--- src/rtl/counter.sv ---
// counter: parameterizable up/down counter with enable, synchronous clear,
// parallel load (clamped to MAX_VALUE), combinational terminal count and a
// registered wrap pulse. Arithmetic is modulo MAX_VALUE+1.
//
// Build option COUNTER_SATURATE_EN: when defined, counting past a limit holds
// at that limit instead of wrapping; o_wrap then pulses on every enabled step
// attempted at the limit.
//
// Reset is synchronous and asserted when resetn=1 (legacy port name).

module counter #(
    parameter int unsigned      WIDTH     = 8,
    parameter logic [WIDTH-1:0] MAX_VALUE = {WIDTH{1'b1}}
) (
    input  logic             clk,
    input  logic             resetn,
    input  logic             i_enable,
    input  logic             i_clear,
    input  logic             i_load,
    input  logic [WIDTH-1:0] i_load_value,
    input  logic             i_dir,
    output logic [WIDTH-1:0] o_count,
    output logic             o_tc,
    output logic             o_wrap
);

    logic [WIDTH-1:0] count_next;
    logic             wrap_next;
    logic             at_max;
    logic             at_zero;
    logic [WIDTH-1:0] load_clamped;

    assign at_max       = (o_count == MAX_VALUE);
    assign at_zero      = (o_count == '0);
    assign load_clamped = (i_load_value > MAX_VALUE) ? MAX_VALUE : i_load_value;

    // Terminal count follows the live direction input, not a registered copy.
    assign o_tc = i_dir ? at_zero : at_max;

    // Next-state selection in priority order: clear, load, count, hold.
    always_comb begin
        count_next = o_count;
        wrap_next  = 1'b0;
        if (i_clear) begin
            count_next = '0;
        end else if (i_load) begin
            count_next = load_clamped;
        end else if (i_enable) begin
            if (!i_dir) begin
                if (at_max) begin
`ifdef COUNTER_SATURATE_EN
                    count_next = o_count;
`else
                    count_next = '0;
`endif
                    wrap_next  = 1'b1;
                end else begin
                    count_next = o_count + WIDTH'(1);
                end
            end else begin
                if (at_zero) begin
`ifdef COUNTER_SATURATE_EN
                    count_next = o_count;
`else
                    count_next = MAX_VALUE;
`endif
                    wrap_next  = 1'b1;
                end else begin
                    count_next = o_count - WIDTH'(1);
                end
            end
        end
    end

    // Count and wrap registers; reset overrides every other input.
    always_ff @(posedge clk) begin
        if (resetn) begin
            o_count <= '0;
            o_wrap  <= 1'b0;
        end else begin
            o_count <= count_next;
            o_wrap  <= wrap_next;
        end
    end

endmodule

--- config.mk ---
export PLATFORM = sky130hd
export DESIGN_NAME = counter
export DESIGN_NICKNAME = d
export VERILOG_FILES = /design/src/rtl/counter.sv
export SDC_FILE = /design/constraint.sdc
export NUM_CORES = 1
export LEC_CHECK = 0
export CAP_MARGIN = 20
export CELL_PAD_IN_SITES_DETAIL_PLACEMENT = 1
export CELL_PAD_IN_SITES_GLOBAL_PLACEMENT = 1
export CORE_MARGIN = 4
export CORE_UTILIZATION = 37
export CTS_CLUSTER_SIZE = 30
export DETAILED_ROUTE_END_ITERATION = 16
export GPL_TIMING_DRIVEN = 1
export PLACE_DENSITY = 0.86
export SLEW_MARGIN = 15
export SYNTH_ARGS = -nofsm -noshare
export SYNTH_HDL_FRONTEND = slang
export SYNTH_SLANG_ARGS = --single-unit
--- constraint.sdc ---
create_clock -name clk -period 2.6 [get_ports clk]
set_input_delay 0.52 -clock clk [delete_from_list [all_inputs] [get_ports clk]]
set_output_delay 0.52 -clock clk [all_outputs]
set_load 0.01 [all_outputs]
After elaboration in Yosys (flattened, before gate mapping):

Cells that the tools add are included.

* flip-flop bits (word level): 9
* logic and storage cells: 21
* input bits: 14

* bitwise operators: 1
* muxes and demuxes: 10
* reductions and logical operators: 4
* $lt $le $gt $ge: 1
* add/subtract/negate cells: 2
* equal/unequal tests: 1

Operator list (number)
* two-way mux 8 bit: 6
* adder 8 x 1 -> 8 bit (second input constant): 1
* equality test 8 bit (second input constant): 1
* > comparator 8 bit (second input constant): 1
* logical NOT 8 bit: 1
* subtractor 8 x 1 -> 8 bit (second input constant): 1
* two-way mux 1 bit: 4
* OR reduction 4 bit: 1
* nonzero test 2 bit: 1
* OR reduction 2 bit: 1
* NOT 1 bit: 1

Logic depth before layout (Yosys ltp):

* depth after elaboration: 5
* depth in mapped cells: 7
* depth with buffers taken out: 6

Worst setup path before layout:

Ideal clock, no wire load.

* path type: reg2out
* start point: reg o_count[1]
* end point: out o_tc
* data required time: 2080 ps
* data arrival time: 1394 ps
* cell stages (with the launch flop): 7
* setup slack: 686 ps
* cell sequence: dfxtp_1 > clkbuf_1 > inv_1 > ha_1 > nor3b_4 > nand3_1 > o21ai_0

* cells in the longest elaborated chain, start to end: 2
* elaborated cells on any way between the ends: 3
* classes of those cells: eq/ne (1); mux (1); reduce/logical (1)

Ends and longest elaborated chain
* start: declaration: line 22 `output logic [WIDTH-1:0] o_count,`
* start signal: assignment: line 81 `o_count <= count_next;`
* equality test 8 bit or logical NOT 8 bit (tied branches): line 33, 34
* two-way mux 1 bit (*): line 38 `assign o_tc = i_dir ? at_zero : at_max;`
* end: declaration: line 23 `output logic o_tc,`

Mark *: on every way between the ends. The rest lies on a longest branch, timed or not.

Final worst setup path:

Same ends and word-level chain as after synthesis.

==> out/metrics.cfg <==
[run_status]
outcome=finished, final reports clean

[clock_network]
clock-sinks=9
cts-htree-levels=1
cts_tree=built
numCtsBuffers=3
clk_pin_slew_worst_paths_ps=80
postCtsHoldBufs=0
clock_path_buffers=2
root_buffer=clkbuf_4
clock_latency_ps=280

[final_layout]
diodes=0
final_area_sq_um=1230
fin_nets=161
drive_above_1_share_pct=19.6
area_delta_synth_final_pct=38.0
post-route-util_pct=54.4

[setup_path]
crit_buf_inv=2
cp_max_fo=8
worst_ep_required_time_ps=2080
end_kind=output port
r2r_end=o_count[4]
arrival_ps=1920
reg2reg_slack_ps=760
crit_family=simple AND/OR/NAND/NOR gates
worst-setup-path-type=reg -> out
worstReg2RegStart=o_count[1]
reg2reg_depth=6
cp_slowest_cell=dfxtp_1
crit_path_cell_trace=inv_1 -> ha_1 -> nor3b_4 -> nand3_1 -> o21ai_0 -> dlygate4sd2_1
max_stage_delay_ps=400
worstSetupStartpointType=register

[timing]
finalCriticalPeriod_ps=2440
timing.final.crit_share_pct=93.7
setup_tns_ps=0
finalHoldViolCount=0
finalClockSkew_ps=3.45
hold_ws_ps=616
layout_setup_ws_ps=163
worst_pin_slew_ps=444
maxSlewViolCount=0
slew_headroom_pct=70.3
timing.fmax_ghz=0.410
setup_violations=0
rsz0062_at_grt=false

[synth]
synth_compound_area_share_pct=32.2
synthXorXnorAreaFrac_pct=2.95
synth_fa_ha_area_share_pct=4.22
async_flop_share_pct=0
synth_top_cell_by_area=dfxtp_1
synth_cell_types=49
ys_warn_count=0
ys_seq_elements=9
netlist.area_leader.share_pct=20.3
synth_ff_type=dfxtp_1
ys_seq_area_share_pct=20.3
yosys.area_share.simple_pct=30.9
synth_top_family_by_area=compound AO/OA/AOI/OAI gates
synth_mux_area_share_pct=0
synth_edf_count=0
yosysMostFrequentCell=a21oi_1
syn_area_per_cell_sq_um=7.87
synth_common_cells=a21oi_1 (10), dfxtp_1 (9), nor2_1 (8)
synth_nets=130
synthCells=113
synth_top_cells_by_area=dfxtp_1 (20%), a21oi_1 (5.6%), ha_1 (4.2%), o21ai_0 (3.9%), nor2_1 (3.4%)
syn_area_sq_um=890

[place]
io_buffers=23
dp_slack_ps=111
dp_hpwl_um=2260
postPlaceCellArea_sq_um=1200
place.gp.congestion=0.866

[pwr]
power_frac_clock_pct=28.0
power_per_cell_area_nw_per_um2=360
p_int_uw=288
peakVddDrop_v=0.000184
p_switching_uw=154
leakagePower_uw=0.000449
pwr-share-comb_pct=37.2
seq_power_share_pct=34.8
swShare_pct=34.8

[routing]
drtPass1Iterations=4
vias_per_cell=6.09
drc=0
vias=1042
drt_iter0_drc=21
antenna_left=0
drt-total-wl_um=3050
post_drt_wl_per_cell_um=17.9

[die]
die_h_um=57.0
ioPinCount=24
start_util_pct=39.5
dieArea_sq_um=3250
core_area_sq_um=2250
fp-row-count=17
die_w_um=57.0

[grt]
grt_pass1_wl_um=5050
grt_pass1_vias=1026
grt_max_degree=18
gr-total-overflow=0
antenna_found_initial=0
grt_usage_pct=19.7

[worst_hold_path]
holdPathStages=2
min_path_type=reg -> reg
hold_path.startpoint=o_count[4]
min_to=o_count[4]

[run]
drv_cap=0

[registers in the layout (all words and copies together) (netlist names)]
| register | count |
|---|---|
| o_wrap | 1 |
| o_count | 8 |
[final cells by class]
type	count	area [sq um]
fill	286	1030
multi-input combinational	87	626
timing repair buffer	38	342
sequential	9	180
tap	28	35.0
clock buffer	4	26.3
inverter	5	18.8
[kinds of logic after synthesis]
kind of cell               after synthesis
buffers and inverters                   17
AOI/OAI and AO/OA                       40
adders and majority gates                3
xor gates and xnor gates                 3
DFF                                      9
and+or+nand+nor                         41
[timing repair]
action	4_1_cts	5_1_grt
buffers inserted	0	0
gates resized for setup	1	0
endpoints found under the setup margin	1	0
[layout by cell type (no fill, tap or decap), types with 2 or more instances in the layout]
master | Yosys | layout
nand3b_1 | 3 | 3
clkbuf_4 | 0 | 3
and3_1 | 2 | 2
clkdlybuf4s50_1 | 0 | 22
nand4_1 | 4 | 4
ha_1 | 3 | 3
xnor2_1 | 3 | 3
a21oi_1 | 10 | 10
dfxtp_1 | 9 | 9
nand3_1 | 4 | 4
nand2b_1 | 2 | 2
o21ai_0 | 7 | 7
or2_2 | 2 | 2
nand2_1 | 3 | 3
a211oi_1 | 2 | 2
a31oi_1 | 2 | 2
inv_1 | 5 | 5
buf_4 | 2 | 15
nor3b_1 | 3 | 3
o21a_1 | 2 | 2
nor2_1 | 8 | 8
[routing by layer]
layer	GRT usage [%]	wire length (um)	vias to the layer above
met4	6.95	45	0
met2	31.3	1460	28
met5	0	0	-
met1	27.0	1400	516
met3	3.17	149	5
li1	-	-	493
[worst max-delay path by stage]
stage / from / end / cells past startpoint
CTS: o_count[1] / o_tc / 6
finish: o_count[1] / o_tc / 6
floorplan: o_count[1] / o_tc / 6
global placement: i_dir / o_tc / 4
detailed placement: i_dir / o_tc / 4
global route: o_count[1] / o_tc / 6
[tightest hold or removal path: stages, from the launching register on]
cell and delay [ps]:
dfxtp_1 340, a21oi_1 160, a221oi_2 70
[power groups by stage]
| stage | registers [uW] | clock network [uW] | logic (uW) |
|---|---|---|---|
| after floorplan | 158 | 0 | 91.0 |
| after global placement | 156 | 0 | 159 |
| after detailed placement | 156 | 0 | 164 |
| after CTS | 153 | 125 | 164 |
| after global routing | 155 | 137 | 177 |
| final | 154 | 124 | 165 |
[through the flow]
stage          power (uW)  instances
2_1_floorplan         249        113
3_3_place_gp          314        167
3_5_place_dp          320        167
4_1_cts               443        171
5_1_grt               469        171
6_report              442        171
(Power assumes the default switching activity.)
